<file path="src/rtl/cmp_pkg.sv">
// rtl/cmp_pkg.sv - shared constants, FSM state and operand pair type for cmp_feeder
package cmp_pkg;

    localparam int CMP_DATA_WID = 16;

    typedef enum logic [1:0] {
        IDLE = 2'd0,
        RUN  = 2'd1,
        DONE = 2'd2
    } state_t;

    typedef struct packed {
        logic [CMP_DATA_WID-1:0] weight;
        logic [CMP_DATA_WID-1:0] pixel;
    } pair_t;

endpackage

</file>
<file path="src/rtl/cmp_feeder_if.sv">
// rtl/cmp_feeder_if.sv - control, upstream pair stream and compute-side operand bundle
interface cmp_feeder_if import cmp_pkg::*; #(
    parameter int DATA_WID = CMP_DATA_WID,
    parameter int CNT_WID  = 8
);

    logic                start;
    logic [CNT_WID-1:0]  cfg_len;
    logic                in_valid;
    logic                in_ready;
    logic [DATA_WID-1:0] in_weight;
    logic [DATA_WID-1:0] in_pixel;
    logic [DATA_WID-1:0] weight;
    logic [DATA_WID-1:0] pixel;
    logic                wgt_state;
    logic                ifm_state;
    logic                win_last;
    logic                done;
    logic                busy;
    logic [CNT_WID-1:0]  skip_cnt;

    modport master (
        output start, cfg_len, in_valid, in_weight, in_pixel,
        input  in_ready, weight, pixel, wgt_state, ifm_state, win_last, done, busy, skip_cnt
    );

    modport slave (
        input  start, cfg_len, in_valid, in_weight, in_pixel,
        output in_ready, weight, pixel, wgt_state, ifm_state, win_last, done, busy, skip_cnt
    );

endinterface

</file>
<file path="src/rtl/pair_fifo.sv">
// rtl/pair_fifo.sv - synchronous power-of-two FIFO of operand pairs
module pair_fifo import cmp_pkg::*; #(
    parameter int  DEPTH = 4,
    parameter type T     = pair_t
) (
    input  logic clock,
    input  logic rst,
    input  logic push,
    input  T     wdata,
    input  logic pop,
    output T     rdata,
    output logic full,
    output logic empty
);

    // One extra pointer bit distinguishes full from empty when the indices match.
    localparam int AW = $clog2(DEPTH);
    localparam logic [AW:0] PTR_ONE = 1;

    T           mem [DEPTH];
    logic [AW:0] wr_ptr;
    logic [AW:0] rd_ptr;

    assign empty = (wr_ptr == rd_ptr);
    assign full  = (wr_ptr[AW] != rd_ptr[AW]) && (wr_ptr[AW-1:0] == rd_ptr[AW-1:0]);
    assign rdata = mem[rd_ptr[AW-1:0]];

    // Advance pointers; reset empties the FIFO by aligning them
    always_ff @(posedge clock) begin
        if (rst) begin
            wr_ptr <= '0;
            rd_ptr <= '0;
        end else begin
            if (push && !full) begin
                wr_ptr <= wr_ptr + PTR_ONE;
            end
            if (pop && !empty) begin
                rd_ptr <= rd_ptr + PTR_ONE;
            end
        end
    end

    // Write the pushed pair into the slot addressed by the write pointer
    always_ff @(posedge clock) begin
        if (push && !full) begin
            mem[wr_ptr[AW-1:0]] <= wdata;
        end
    end

endmodule

</file>
<file path="src/rtl/cmp_feeder.sv">
// rtl/cmp_feeder.sv - windowed operand feeder for the compute unit; CMP_FEEDER_SKIP_STATS_EN enables skip_cnt
module cmp_feeder import cmp_pkg::*; #(
    parameter int DATA_WID   = CMP_DATA_WID,
    parameter int FIFO_DEPTH = 4,
    parameter int CNT_WID    = 8
) (
    input  logic         clock,
    input  logic         rst,
    cmp_feeder_if.slave  bus
);

    typedef struct packed {
        logic [DATA_WID-1:0] weight;
        logic [DATA_WID-1:0] pixel;
    } fpair_t;

    localparam logic [CNT_WID-1:0] CNT_ONE = 1;

    state_t              state;
    state_t              state_nxt;
    logic [CNT_WID-1:0]  len_q;
    logic [CNT_WID-1:0]  acc_cnt;
    logic [CNT_WID-1:0]  emit_cnt;
    logic                start_acc;
    logic                in_ready_c;
    logic                push;
    logic                pop;
    logic                fifo_full;
    logic                fifo_empty;
    fpair_t              wr_pair;
    fpair_t              rd_pair;
    logic [DATA_WID-1:0] weight_q;
    logic [DATA_WID-1:0] pixel_q;
    logic                last_q;

    assign start_acc = bus.start && (state == IDLE);
    assign push      = bus.in_valid && in_ready_c;
    assign wr_pair   = {bus.in_weight, bus.in_pixel};

    // FSM state register
    always_ff @(posedge clock) begin
        if (rst) begin
            state <= IDLE;
        end else begin
            state <= state_nxt;
        end
    end

    // Next state plus accept/pop decode; in_ready uses only registered state
    always_comb begin
        state_nxt  = state;
        in_ready_c = 1'b0;
        pop        = 1'b0;
        case (state)
            IDLE: begin
                if (bus.start) begin
                    state_nxt = (bus.cfg_len == '0) ? DONE : RUN;
                end
            end
            RUN: begin
                in_ready_c = !fifo_full && (acc_cnt < len_q);
                pop        = !fifo_empty;
                if (last_q) begin
                    state_nxt = DONE;
                end
            end
            DONE: begin
                state_nxt = IDLE;
            end
            default: begin
                state_nxt = IDLE;
            end
        endcase
    end

    // Latch window length and track accepted/emitted pair counts
    always_ff @(posedge clock) begin
        if (rst) begin
            len_q    <= '0;
            acc_cnt  <= '0;
            emit_cnt <= '0;
        end else if (start_acc) begin
            len_q    <= bus.cfg_len;
            acc_cnt  <= '0;
            emit_cnt <= '0;
        end else begin
            if (push) begin
                acc_cnt <= acc_cnt + CNT_ONE;
            end
            if (pop) begin
                emit_cnt <= emit_cnt + CNT_ONE;
            end
        end
    end

    pair_fifo #(
        .DEPTH (FIFO_DEPTH),
        .T     (fpair_t)
    ) u_fifo (
        .clock (clock),
        .rst   (rst),
        .push  (push),
        .wdata (wr_pair),
        .pop   (pop),
        .rdata (rd_pair),
        .full  (fifo_full),
        .empty (fifo_empty)
    );

    // Present each popped pair for one cycle; any cycle without a pop shows zeros
    always_ff @(posedge clock) begin
        if (rst || !pop) begin
            weight_q <= '0;
            pixel_q  <= '0;
            last_q   <= 1'b0;
        end else begin
            weight_q <= rd_pair.weight;
            pixel_q  <= rd_pair.pixel;
            last_q   <= ((emit_cnt + CNT_ONE) == len_q);
        end
    end

`ifdef CMP_FEEDER_SKIP_STATS_EN
    logic [CNT_WID-1:0] skip_q;

    // Count pairs with a zero operand as they are presented, saturating at all-ones
    always_ff @(posedge clock) begin
        if (rst || start_acc) begin
            skip_q <= '0;
        end else if (pop && ((rd_pair.weight == '0) || (rd_pair.pixel == '0)) && (skip_q != '1)) begin
            skip_q <= skip_q + CNT_ONE;
        end
    end

    assign bus.skip_cnt = skip_q;
`else
    assign bus.skip_cnt = '0;
`endif

    // Bubbles carry all-zero operands, so the nonzero flags follow directly from them.
    assign bus.in_ready  = in_ready_c;
    assign bus.weight    = weight_q;
    assign bus.pixel     = pixel_q;
    assign bus.wgt_state = (weight_q != '0);
    assign bus.ifm_state = (pixel_q != '0);
    assign bus.win_last  = last_q;
    assign bus.done      = (state == DONE);
    assign bus.busy      = (state != IDLE);

endmodule
</file>
<file path="src/flat_wrapper.sv">
// flat-port wrapper written by rule: the top's interface ports become plain ports
module cmp_feeder_flat import cmp_pkg::*;
#(
    parameter int DATA_WID   = CMP_DATA_WID,
    parameter int FIFO_DEPTH = 4,
    parameter int CNT_WID    = 8
)
  (clock, rst, bus_start, bus_cfg_len, bus_in_valid, bus_in_weight, bus_in_pixel, bus_in_ready, bus_weight, bus_pixel, bus_wgt_state, bus_ifm_state, bus_win_last, bus_done, bus_busy, bus_skip_cnt);
  cmp_feeder_if #(.DATA_WID(DATA_WID), .CNT_WID(CNT_WID)) bus_i ();
  input  logic clock;
  input  logic rst;
  input wire logic [$bits(bus_i.start)-1:0] bus_start;
  input wire logic [$bits(bus_i.cfg_len)-1:0] bus_cfg_len;
  input wire logic [$bits(bus_i.in_valid)-1:0] bus_in_valid;
  input wire logic [$bits(bus_i.in_weight)-1:0] bus_in_weight;
  input wire logic [$bits(bus_i.in_pixel)-1:0] bus_in_pixel;
  output wire logic [$bits(bus_i.in_ready)-1:0] bus_in_ready;
  output wire logic [$bits(bus_i.weight)-1:0] bus_weight;
  output wire logic [$bits(bus_i.pixel)-1:0] bus_pixel;
  output wire logic [$bits(bus_i.wgt_state)-1:0] bus_wgt_state;
  output wire logic [$bits(bus_i.ifm_state)-1:0] bus_ifm_state;
  output wire logic [$bits(bus_i.win_last)-1:0] bus_win_last;
  output wire logic [$bits(bus_i.done)-1:0] bus_done;
  output wire logic [$bits(bus_i.busy)-1:0] bus_busy;
  output wire logic [$bits(bus_i.skip_cnt)-1:0] bus_skip_cnt;
  assign bus_i.start = bus_start;
  assign bus_i.cfg_len = bus_cfg_len;
  assign bus_i.in_valid = bus_in_valid;
  assign bus_i.in_weight = bus_in_weight;
  assign bus_i.in_pixel = bus_in_pixel;
  assign bus_in_ready = bus_i.in_ready;
  assign bus_weight = bus_i.weight;
  assign bus_pixel = bus_i.pixel;
  assign bus_wgt_state = bus_i.wgt_state;
  assign bus_ifm_state = bus_i.ifm_state;
  assign bus_win_last = bus_i.win_last;
  assign bus_done = bus_i.done;
  assign bus_busy = bus_i.busy;
  assign bus_skip_cnt = bus_i.skip_cnt;
  cmp_feeder #(.DATA_WID(DATA_WID), .FIFO_DEPTH(FIFO_DEPTH), .CNT_WID(CNT_WID)) u_core (.clock(clock), .rst(rst), .bus(bus_i));
endmodule
</file>
<file path="config.mk">
export PLATFORM = sky130hd
export DESIGN_NAME = cmp_feeder_flat
export DESIGN_NICKNAME = d
export VERILOG_FILES = /design/src/rtl/cmp_pkg.sv /design/src/rtl/cmp_feeder_if.sv /design/src/rtl/pair_fifo.sv /design/src/rtl/cmp_feeder.sv /design/src/flat_wrapper.sv
export SDC_FILE = /design/constraint.sdc
export NUM_CORES = 1
export LEC_CHECK = 0
export CORE_ASPECT_RATIO = 1.5
export CORE_MARGIN = 2
export CORE_UTILIZATION = 45
export DETAILED_ROUTE_END_ITERATION = 6
export HOLD_SLACK_MARGIN = 0.08
export PLACE_DENSITY_LB_ADDON = 0.05
export SLEW_MARGIN = 20
export SYNTH_ARGS = -nofsm -noshare
export SYNTH_HDL_FRONTEND = slang
export SYNTH_HIERARCHICAL = 1
export SYNTH_SLANG_ARGS = --single-unit
</file>
<file path="constraint.sdc">
create_clock -name clock -period 5.5 [get_ports clock]
set_input_delay 0.825 -clock clock [delete_from_list [all_inputs] [get_ports clock]]
set_output_delay 0.825 -clock clock [all_outputs]
set_load 0.01 [all_outputs]
</file>
==> qor.yml, run 1 <==
synth_flop_cell: "edfxtp_1"
power_density_nw_per_um2: 348
clkTransAtPathRegs_ns: 0.07
fin_crit_sh_pct: 69.7
ys_warn_count: 6
peakVddDrop_v: 0.000207
critPathRequiredTime_ns: 5.60
grt_pass1_vias: 4455
drive_gt1_share_pct: 13.7
p_total_mw: 3.26
grt_pass1_wl_um: 23400
layout.nets: 649
pin_count: 90
synthXorXnorAreaFrac_pct: 2.96
cts_sinks: 195
synth_seq_cells: 195
ctsHoldBuffers: 0
gr-total-overflow: 0
cts_resized: 0
antenna_found_initial: 0
fin_crit_ns: 3.83
skew_ns: 0.0115
relSlewSlack_pct: 38.0
finalWeightedCongestion: 0.812
postRouteAntennaNets: 0
syn_area_per_cell_um2: 15.3
cts_tree: "built"
arrival_ns: 3.93
fin_cells: 814
synth_top_family_by_area: "simple AND/OR/NAND/NOR gates"
fp.dieW_um: 111
worstPathMaxFanout: 19
grt_usage_pct: 17.1
synth-simple-area-share_pct: 10.0
cts_root_buf: "clkbuf_16"
synth.area.mux_share_pct: 9.76
wl_per_cell_um: 18.2
synth_adder_area_share_pct: 2.28
area_growth_pct: 21.8
slew_violations: 0
htreeDepth: 4
diodes: 0
syn_area_um2: 7690
fin_tns_setup_ns: 0
wirelength_um: 14800
vias: 4317
final-hold-violation-count: 0
drc: 0
tightest_slew_ns: 0.931
cts_buffers: 17
worstSetupPathType: "register to register"
die-area_um2: 18200
hold_path.class: "register to register"
fin_area_um2: 9370
drt_iter0_drc: 259
finalSetupViolations: 0
whs_ns: 0.477
die_h_um: 164
synth_edf_count: 128
synth_compound_area_share_pct: 4.75
placed_cell_area_um2: 8710
rsz0062_at_grt: "false"
initial_utilization_pct: 45.9
core-area_um2: 16800
via_per_inst: 5.30
numPortBuffers: 81
clockBufferDepth: 2
status: "complete, no violations"
dp.cells: 782
async_flop_share_pct: 0
grt_max_degree: 33
clk_latency_ns: 0.42
max_cap_violations: 0
synthCells: 504
cp-start-kind: "register"
power_leakage_nw: 3.12
firstDrtPassIters: 5
ys_seq_area_share_pct: 67.4
post_cts_buffers: 0
num_rows: 58
max_freq_mhz: 261
dp_hpwl_um: 9730
end_kind: "register"
ys_types: 51
registers in the layout (all words and copies together), names as in the netlist, named ones only:
| register | count |
|---|---|
| u_core/acc_cnt | 8 |
| u_core/bus.pixel | 16 |
| u_core/bus.weight | 16 |
| u_core/bus.win_last | 1 |
| u_core/emit_cnt | 8 |
| u_core/len_q | 8 |
| u_core/state | 2 |
| u_core/u_fifo/mem | 128 |
| u_core/u_fifo/rd_ptr | 3 |
| u_core/u_fifo/wr_ptr | 3 |
critical path: stages, from the launching register on:
cell and delay, ns:
dfxtp_1 0.52, xnor2_1 0.28, nand2_1 0.23, nor2_1 0.12
a2111oi_4 0.40, nand2_1 0.13, nor2_1 0.42, inv_1 0.12
a31oi_1 0.23, and2_1 0.62, buf_4 0.43
power by group:
group          switching, mW  internal [mW]
registers             0.0169           1.59
clock network          0.537          0.818
logic                  0.143          0.152
layer usage:
layer / track usage, % / up-vias / part of all wire [%]
met2: 32.3 / 114 / 56
met5: 0 / - / 0
met1: 18.7 / 2127 / 39
met3: 3.87 / 22 / 3.3
li1: - / 2054 / -
met4: 6.08 / 0 / 1.6
cell families (layout without fill, tap and decap cells):
group | Yosys count | count (layout)
other | 1 | 8
DFF | 195 | 195
muxes | 35 | 35
xor gates and xnor gates | 26 | 26
adders and majority gates | 14 | 14
buffers and inverters | 40 | 133
and+or+nand+nor | 142 | 142
AOI/OAI and AO/OA | 51 | 51
synth_stat cells, types with 3 or more instances:
library cell / instances / area share (%)
buf_4: 8 / 0.78
or4_1: 5 / 0.49
clkbuf_1: 6 / 0.29
mux4_2: 32 / 9.4
a31oi_1: 4 / 0.33
nand4_1: 8 / 0.65
and2_1: 36 / 2.9
buf_2: 7 / 0.46
nor2_1: 35 / 1.7
nor4_1: 11 / 0.90
o31ai_1: 4 / 0.39
nor3b_1: 4 / 0.39
edfxtp_1: 128 / 50
xor2_1: 12 / 1.4
xnor2_1: 14 / 1.6
inv_1: 13 / 0.63
a21oi_1: 18 / 1.2
buf_1: 3 / 0.15
mux2i_1: 3 / 0.39
nand3_1: 8 / 0.52
nand2_1: 18 / 0.88
dfxtp_1: 67 / 17
o21ai_0: 8 / 0.52
o211ai_1: 6 / 0.59
or3_1: 3 / 0.24
ha_1: 14 / 2.3
cell usage in the layout, fill, tap and decap left out, types with 8 or more instances in the layout:
cell type,n
clkdlybuf4s50_1,81
and2_1,36
dfxtp_1,66
nand4_1,8
nand3_1,8
xnor2_1,14
clkbuf_16,17
inv_1,13
o21ai_0,8
conb_1,8
nor4_1,11
xor2_1,12
edfxtp_1,128
ha_1,14
mux4_2,32
a21oi_1,18
nor2_1,34
nand2_1,18
per-stage QoR:
| stage | worst slack, ns | util, % |
|---|---|---|
| after floorplan | 1.57 | - |
| after global placement | 1.83 | 52.0 |
| after detailed placement | 1.67 | 52.0 |
| after CTS | 1.66 | 55.9 |
| after global routing | 1.29 | 55.9 |
| final | 1.67 | 55.9 |
final cells by class:
| class | instances | area (µm²) |
|---|---|---|
| clock buffers | 19 | 433 |
| clock inverters | 13 | 221 |
| fillers | 1363 | 7400 |
| inverters | 13 | 48.8 |
| multi-input cells | 276 | 2340 |
| flip-flops and latches | 195 | 5190 |
| well taps | 210 | 263 |
| repair buffers | 88 | 876 |
final timing paths:
kind | cells past startpoint | start | slack (ns) | endpoint
max | 10 | u_core/u_fifo/wr_ptr[1] | 1.67 | u_core/u_fifo/mem[1][18]
min | 1 | u_core/state[1] | 0.48 | u_core/state[1]
max reg2reg | 10 | u_core/u_fifo/wr_ptr[1] | 1.67 | u_core/u_fifo/mem[1][18]
min reg2reg | 1 | u_core/state[1] | 0.48 | u_core/state[1]
Power figures use the tool's default switching activity.
==> inputs of run 2 (changes only) <==
Clock period 5.5 ns to 3.1 ns, I/O delays scaled along.
==> qor.yml, run 2 (synthesis results as in run 1) <==
status: "complete, no violations"  # unchanged
tightest_slew_ns: 0.622  # was 0.931 ns
die-area_um2: 18200  # unchanged
crit_chain: "xnor2_1, nand2_1, nor2_1, a2111o_1, nor2_1, clkdlybuf4s50_1"  # was xnor2_1, nand2_1, nor2_1, a2111oi_4, nand2_1, nor2_1, inv_1, a31oi_1, and2_1, buf_4
firstDrtPassIters: 4  # was 5
drive_gt1_share_pct: 16.1  # was 13.7%
critPathRequiredTime_ns: 2.63  # was 5.60 ns
slowest_delay_ns: 0.54  # was 0.62 ns
max_cap_violations: 0  # unchanged
power_density_nw_per_um2: 593  # was 348 nW/µm²
cts_root_buf: "clkbuf_16"  # unchanged
final_common_cell: "edfxtp_1"  # unchanged
reg2reg_from: "u_core/u_fifo/rd_ptr[1]"  # was u_core/u_fifo/wr_ptr[1]
layout_setup_ws_ns: 0.144  # was 1.67 ns
clkTransAtPathRegs_ns: 0.07  # about the same
holdPathEnd: "u_core/state[1]"  # unchanged
final-hold-violation-count: 0  # unchanged
dp_hpwl_um: 10200  # was 9730 µm
via_per_inst: 5.34  # was 5.30
largest_register_ffs: 128  # unchanged
most-common-layout-cells: "128 x edfxtp_1, 81 x clkdlybuf4s50_1, 66 x dfxtp_1, 34 x nor2_1, 33 x and2_1"  # was 128 x edfxtp_1, 81 x clkdlybuf4s50_1, 66 x dfxtp_1, 36 x and2_1, 34 x nor2_1
die_h_um: 164  # unchanged
finalWeightedCongestion: 0.813  # was 0.812
worstPathMaxFanout: 7  # was 19
diodes: 0  # unchanged
vias: 4399  # was 4317
fin_crit_ns: 2.96
r2r-end: "u_core/u_fifo/mem[1][11]"  # was u_core/u_fifo/mem[1][18]
fin_area_um2: 9430  # was 9370 µm²
rrSetupSlack_ns: 0.45  # was 1.67 ns
clockBufferDepth: 2  # unchanged
htreeDepth: 4  # unchanged
drt_iter0_drc: 201  # was 259
gr-total-overflow: 0  # unchanged
relSlewSlack_pct: 58.2  # was 38.0%
numPortBuffers: 81  # unchanged
pre_cts_ws_ns: 0.468  # was 1.67 ns
critPathBufInv: 1  # was 2
p_total_mw: 5.59  # was 3.26 mW
grt_pass1_vias: 4567  # was 4455
max_freq_mhz: 338
core-area_um2: 16800  # unchanged
ctsHoldBuffers: 0  # unchanged
cpMostUsedCell: "nor2_1"
wirelength_um: 15000  # was 14800 µm
cp_slowest_cell: "clkdlybuf4s50_1"  # was and2_1
cts_buffers: 17  # unchanged
finalSetupViolations: 0  # unchanged
placed_cell_area_um2: 8830  # was 8710 µm²
critPathTopFamily: "buffers and inverters"  # was simple AND/OR/NAND/NOR gates
fin_crit_sh_pct: 95.4
pin_count: 90  # unchanged
peakVddDrop_v: 0.000329  # was 0.000207 V
worstHoldStart: "u_core/state[1]"  # unchanged
grt_usage_pct: 17.4  # was 17.1%
antenna_found_initial: 0  # unchanged
clk_latency_ns: 0.43  # was 0.42 ns
area_growth_pct: 22.6  # was 21.8%
final_core_util_pct: 56.2  # was 55.9%
worst_r2r_path_depth: 10  # unchanged
layout.nets: 659  # was 649
fin_tns_setup_ns: 0  # unchanged
worstSetupPathType: "register to primary output"  # was register to register
cp-start-kind: "register"  # unchanged
initial_utilization_pct: 45.9  # unchanged
hold_path.class: "register to register"  # unchanged
postRouteAntennaNets: 0  # unchanged
arrival_ns: 2.49  # was 3.93 ns
cts_sinks: 195  # unchanged
fp.dieW_um: 111  # unchanged
skew_ns: 0.0107  # was 0.0115 ns
grt_pass1_wl_um: 23900  # was 23400 µm
grt_max_degree: 33  # unchanged
slew_violations: 0  # unchanged
power_leakage_nw: 3.15  # was 3.12 nW
end_kind: "primary output"  # was register
whs_path_depth: 1  # unchanged
drc: 0  # unchanged
cts_tree: "built"  # unchanged
cp.depth: 6  # was 10
rsz0062_at_grt: "false"  # unchanged
wl_per_cell_um: 18.2  # about the same
num_rows: 58  # unchanged
==> run 2: what timing repair did <==
item | CTS | global route
endpoints found under the setup margin | 0 | 1
buffers inserted | 0 | 0
gates resized for setup | 0 | 1
==> run 2: power breakdown <==
| part | switching (mW) | leakage, nW | internal, mW |
|---|---|---|---|
| sequential | 0.0445 | 1.70 | 2.82 |
| combinational | 0.248 | 1.17 | 0.285 |
| clock | 0.979 | 0.285 | 1.21 |
| total | 1.27 | 3.15 | 4.32 |
==> run 2: through the flow <==
step / instances / hold slack, ns
finish: 824 / 0.464
global route: 824 / 0.495
CTS: 824 / 0.464
detailed placement: 792 / 0.451
global placement: 792 / 0.447
floorplan: 511 / 0.427
==> run 2: worst reg2reg max path: cells and delay by family, from the launching register on <==
family | cells | cell delay, ns
AOI/OAI and AO/OA | 2 | 0.59
xor gates and xnor gates | 1 | 0.14
buffers and inverters | 2 | 0.31
DFF | 1 | 0.48
and+or+nand+nor | 5 | 0.79
==> run 2: layout make-up <==
cell class | instances | area (µm²)
well taps | 210 | 263
repair buffers | 98 | 988
flip-flops and latches | 195 | 5190
inverters | 13 | 48.8
clock inverters | 15 | 171
fillers | 1387 | 7330
multi-input cells | 276 | 2350
clock buffers | 17 | 425
==> run 2: worst max-delay path by stage <==
stage | from | endpoint | slack, ns
CTS | u_core/len_q[3] | bus_in_ready | 0.12
global placement | u_core/len_q[3] | u_core/u_fifo/mem[0][10] | 0.53
detailed placement | u_core/len_q[3] | u_core/u_fifo/mem[0][10] | 0.47
finish | u_core/u_fifo/rd_ptr[1] | bus_in_ready | 0.14
floorplan | u_core/u_fifo/rd_ptr[1] | u_core/u_fifo/mem[3][0] | 0.19
global route | u_core/u_fifo/rd_ptr[1] | bus_in_ready | 0.006
==> run 2: metal layers <==
layer  global-route usage, %  wire length [µm]  part of all wire (%)  vias up
met5                       0                 0                     0        -
met4                    6.48               259                   1.7        0
met3                    4.32               536                   3.6       17
met2                    33.3              8500                    57       88
met1                    18.3              5710                    38     2218
li1                        -                 -                     -     2076
==> inputs of run 3 (changes only) <==
Settings changed: ABC_CLOCK_PERIOD_IN_PS set to 3100.
==> results of run 3 <==
The final DEF is identical to that of run 2; final timing and power are the same.
==> variant (config.mk and constraints of run 1) <==
The option `CMP_FEEDER_SKIP_STATS_EN` is turned on by a define.
--- a/src/rtl/cmp_feeder.sv
+++ b/src/rtl/cmp_feeder.sv
@@ -1,2 +1,4 @@
 // rtl/cmp_feeder.sv - windowed operand feeder for the compute unit; CMP_FEEDER_SKIP_STATS_EN enables skip_cnt
+`define CMP_FEEDER_SKIP_STATS_EN
+
 module cmp_feeder import cmp_pkg::*; #(
Behaviour: not the same (a bounded check fails within 4 cycles, from zero or initial values and one cycle with rst high).
==> variant against run 1 <==
  * Count of clock-buffer cells in the layout grew 6
  * Global-route usage up 0.90 points
  * Register-to-register slack improved by 0.29 ns
  * Critical endpoint is now bus_in_ready
  * Final area rose by 6.7%
  * Worst setup slack improved by 0.21 ns
  * Fmax up 5.8%
  * Synthesized cell count increased by 10%
  * Via count grew 13%
  * Sequential cell count rose by 8
  * Routed wire length up 16%
  * Largest power group unchanged
  * Power is 8.6% higher
  * Synthesized area up 5.5%
==> variant: results (changes against run 1) <==
xor/xnor share of the synthesized area - 2.485% (was 2.962%)
Worst Skew - 0.01518 ns (was 0.01146 ns)
dpl cell area - 0.009230 mm^2 (was 0.008711 mm^2)
Max FO, Critical Path - 9 (was 19)
DR vias - 4,876 (was 4,317)
Crit path largest cell delay - 0.57 ns (was 0.62 ns)
hpwl dp - 11,650 um (was 9734 um)
WP data arrival - 2.80 ns (was 3.93 ns)
Vias/cell - 5.497 (was 5.303)
port bufs - 89 (was 81)
Lkg Pwr - 0.003315 uW (was 0.003117 uW)
Min-Delay Path Depth - 2 (was 1)
drt wl/cell - 19.44 um (was 18.22 um)
Post-Place Setup Slack - 1.964 ns (was 1.668 ns)
Routability Congestion - 0.8552 (was 0.8121)
synth top area cells - edfxtp_1, dfxtp_1, mux4_2 (unchanged)
proportion of power drawn by the clock network - 42.4% (was 41.6%)
status - complete, no violations (unchanged)
P_sw - 786.5 uW (was 696.9 uW)
number of H-tree levels - 1 (was 4)
Initial DRC Count - 340 (was 259)
HP Start - u_core/emit_cnt[1] (was u_core/state[1])
post-placement cell count - 847 (was 782)
post-synthesis adder-cell area fraction - 2.315% (was 2.278%)
sequential area share after synthesis - 65.93% (was 67.44%)
Post-Syn Area per Cell - 14.58 um^2 (was 15.26 um^2)
Worst Tran Pin Value - 1.016 ns (was 0.9305 ns)
first drt pass iteration count - 4 (was 5)
CTS Buf Count - 22 (was 17)
Seq pwr share - 47.9% (was 49.3%)
Post-synth top cells - edfxtp_1, dfxtp_1, nor2_1 (was edfxtp_1, dfxtp_1, and2_1)
worst vdd ir - 298.8 uV (was 206.8 uV)
post-synthesis mux area share - 10.00% (was 9.764%)
Clock Path Buffers - 3 (was 2)
==> variant: cell count changes after synthesis, moves of 4 or more <==
cell	run 1	this run
nor4_1	11	21
buf_4	8	0
dfxtp_1	67	75
nand2_1	18	26
mux2i_1	3	9
a21oi_1	18	23
clkbuf_1	6	11
a31o_1	0	4
nor2_1	35	39
or3_1	3	7
==> variant: final cells by class <==
cell class	count	area, um^2
fillers	1461	7797
flip-flops and latches	203	5346
multi-input cells	317	2619
repair buffers	97	950.9
clock buffers	25	593.1
well taps	217	271.5
clock inverters	15	165.2
inverters	13	48.80
==> variant: worst max-delay path, delay by kind of cell (launching register included) <==
family,cells,cell delay [ns]
compound gates,1,0.38
xor+xnor,1,0.27
buf+inv,1,0.57
simple gates,3,0.58
flops,1,0.50
==> variant: how the worst max path moves through the flow <==
stage                     depth (start not counted)                     from                        to  slack [ns]
after global placement                           10  u_core/u_fifo/wr_ptr[1]  u_core/u_fifo/mem[2][31]        2.07
after global routing                             10  u_core/u_fifo/wr_ptr[1]  u_core/u_fifo/mem[0][13]        1.66
after CTS                                         7          u_core/len_q[5]              bus_in_ready        1.65
after floorplan                                  10  u_core/u_fifo/rd_ptr[1]   u_core/u_fifo/mem[3][0]        1.47
final                                             6  u_core/u_fifo/wr_ptr[1]              bus_in_ready        1.88
after detailed placement                         10  u_core/u_fifo/wr_ptr[1]  u_core/u_fifo/mem[0][29]        1.96
==> variant: logic make-up after synthesis <==
| kind of cell | count (synthesis) |
|---|---|
| AOI/OAI and AO/OA | 60 |
| xor gates and xnor gates | 23 |
| adders and majority gates | 15 |
| buffers and inverters | 36 |
| DFF | 203 |
| muxes | 41 |
| and+or+nand+nor | 178 |
==> variant: metal layers <==
layer  GRT usage (%)  wire (um)
met2           34.44       9546
met1           19.95       6539
met4           5.726        456
met5               0          0
met3           3.060        703
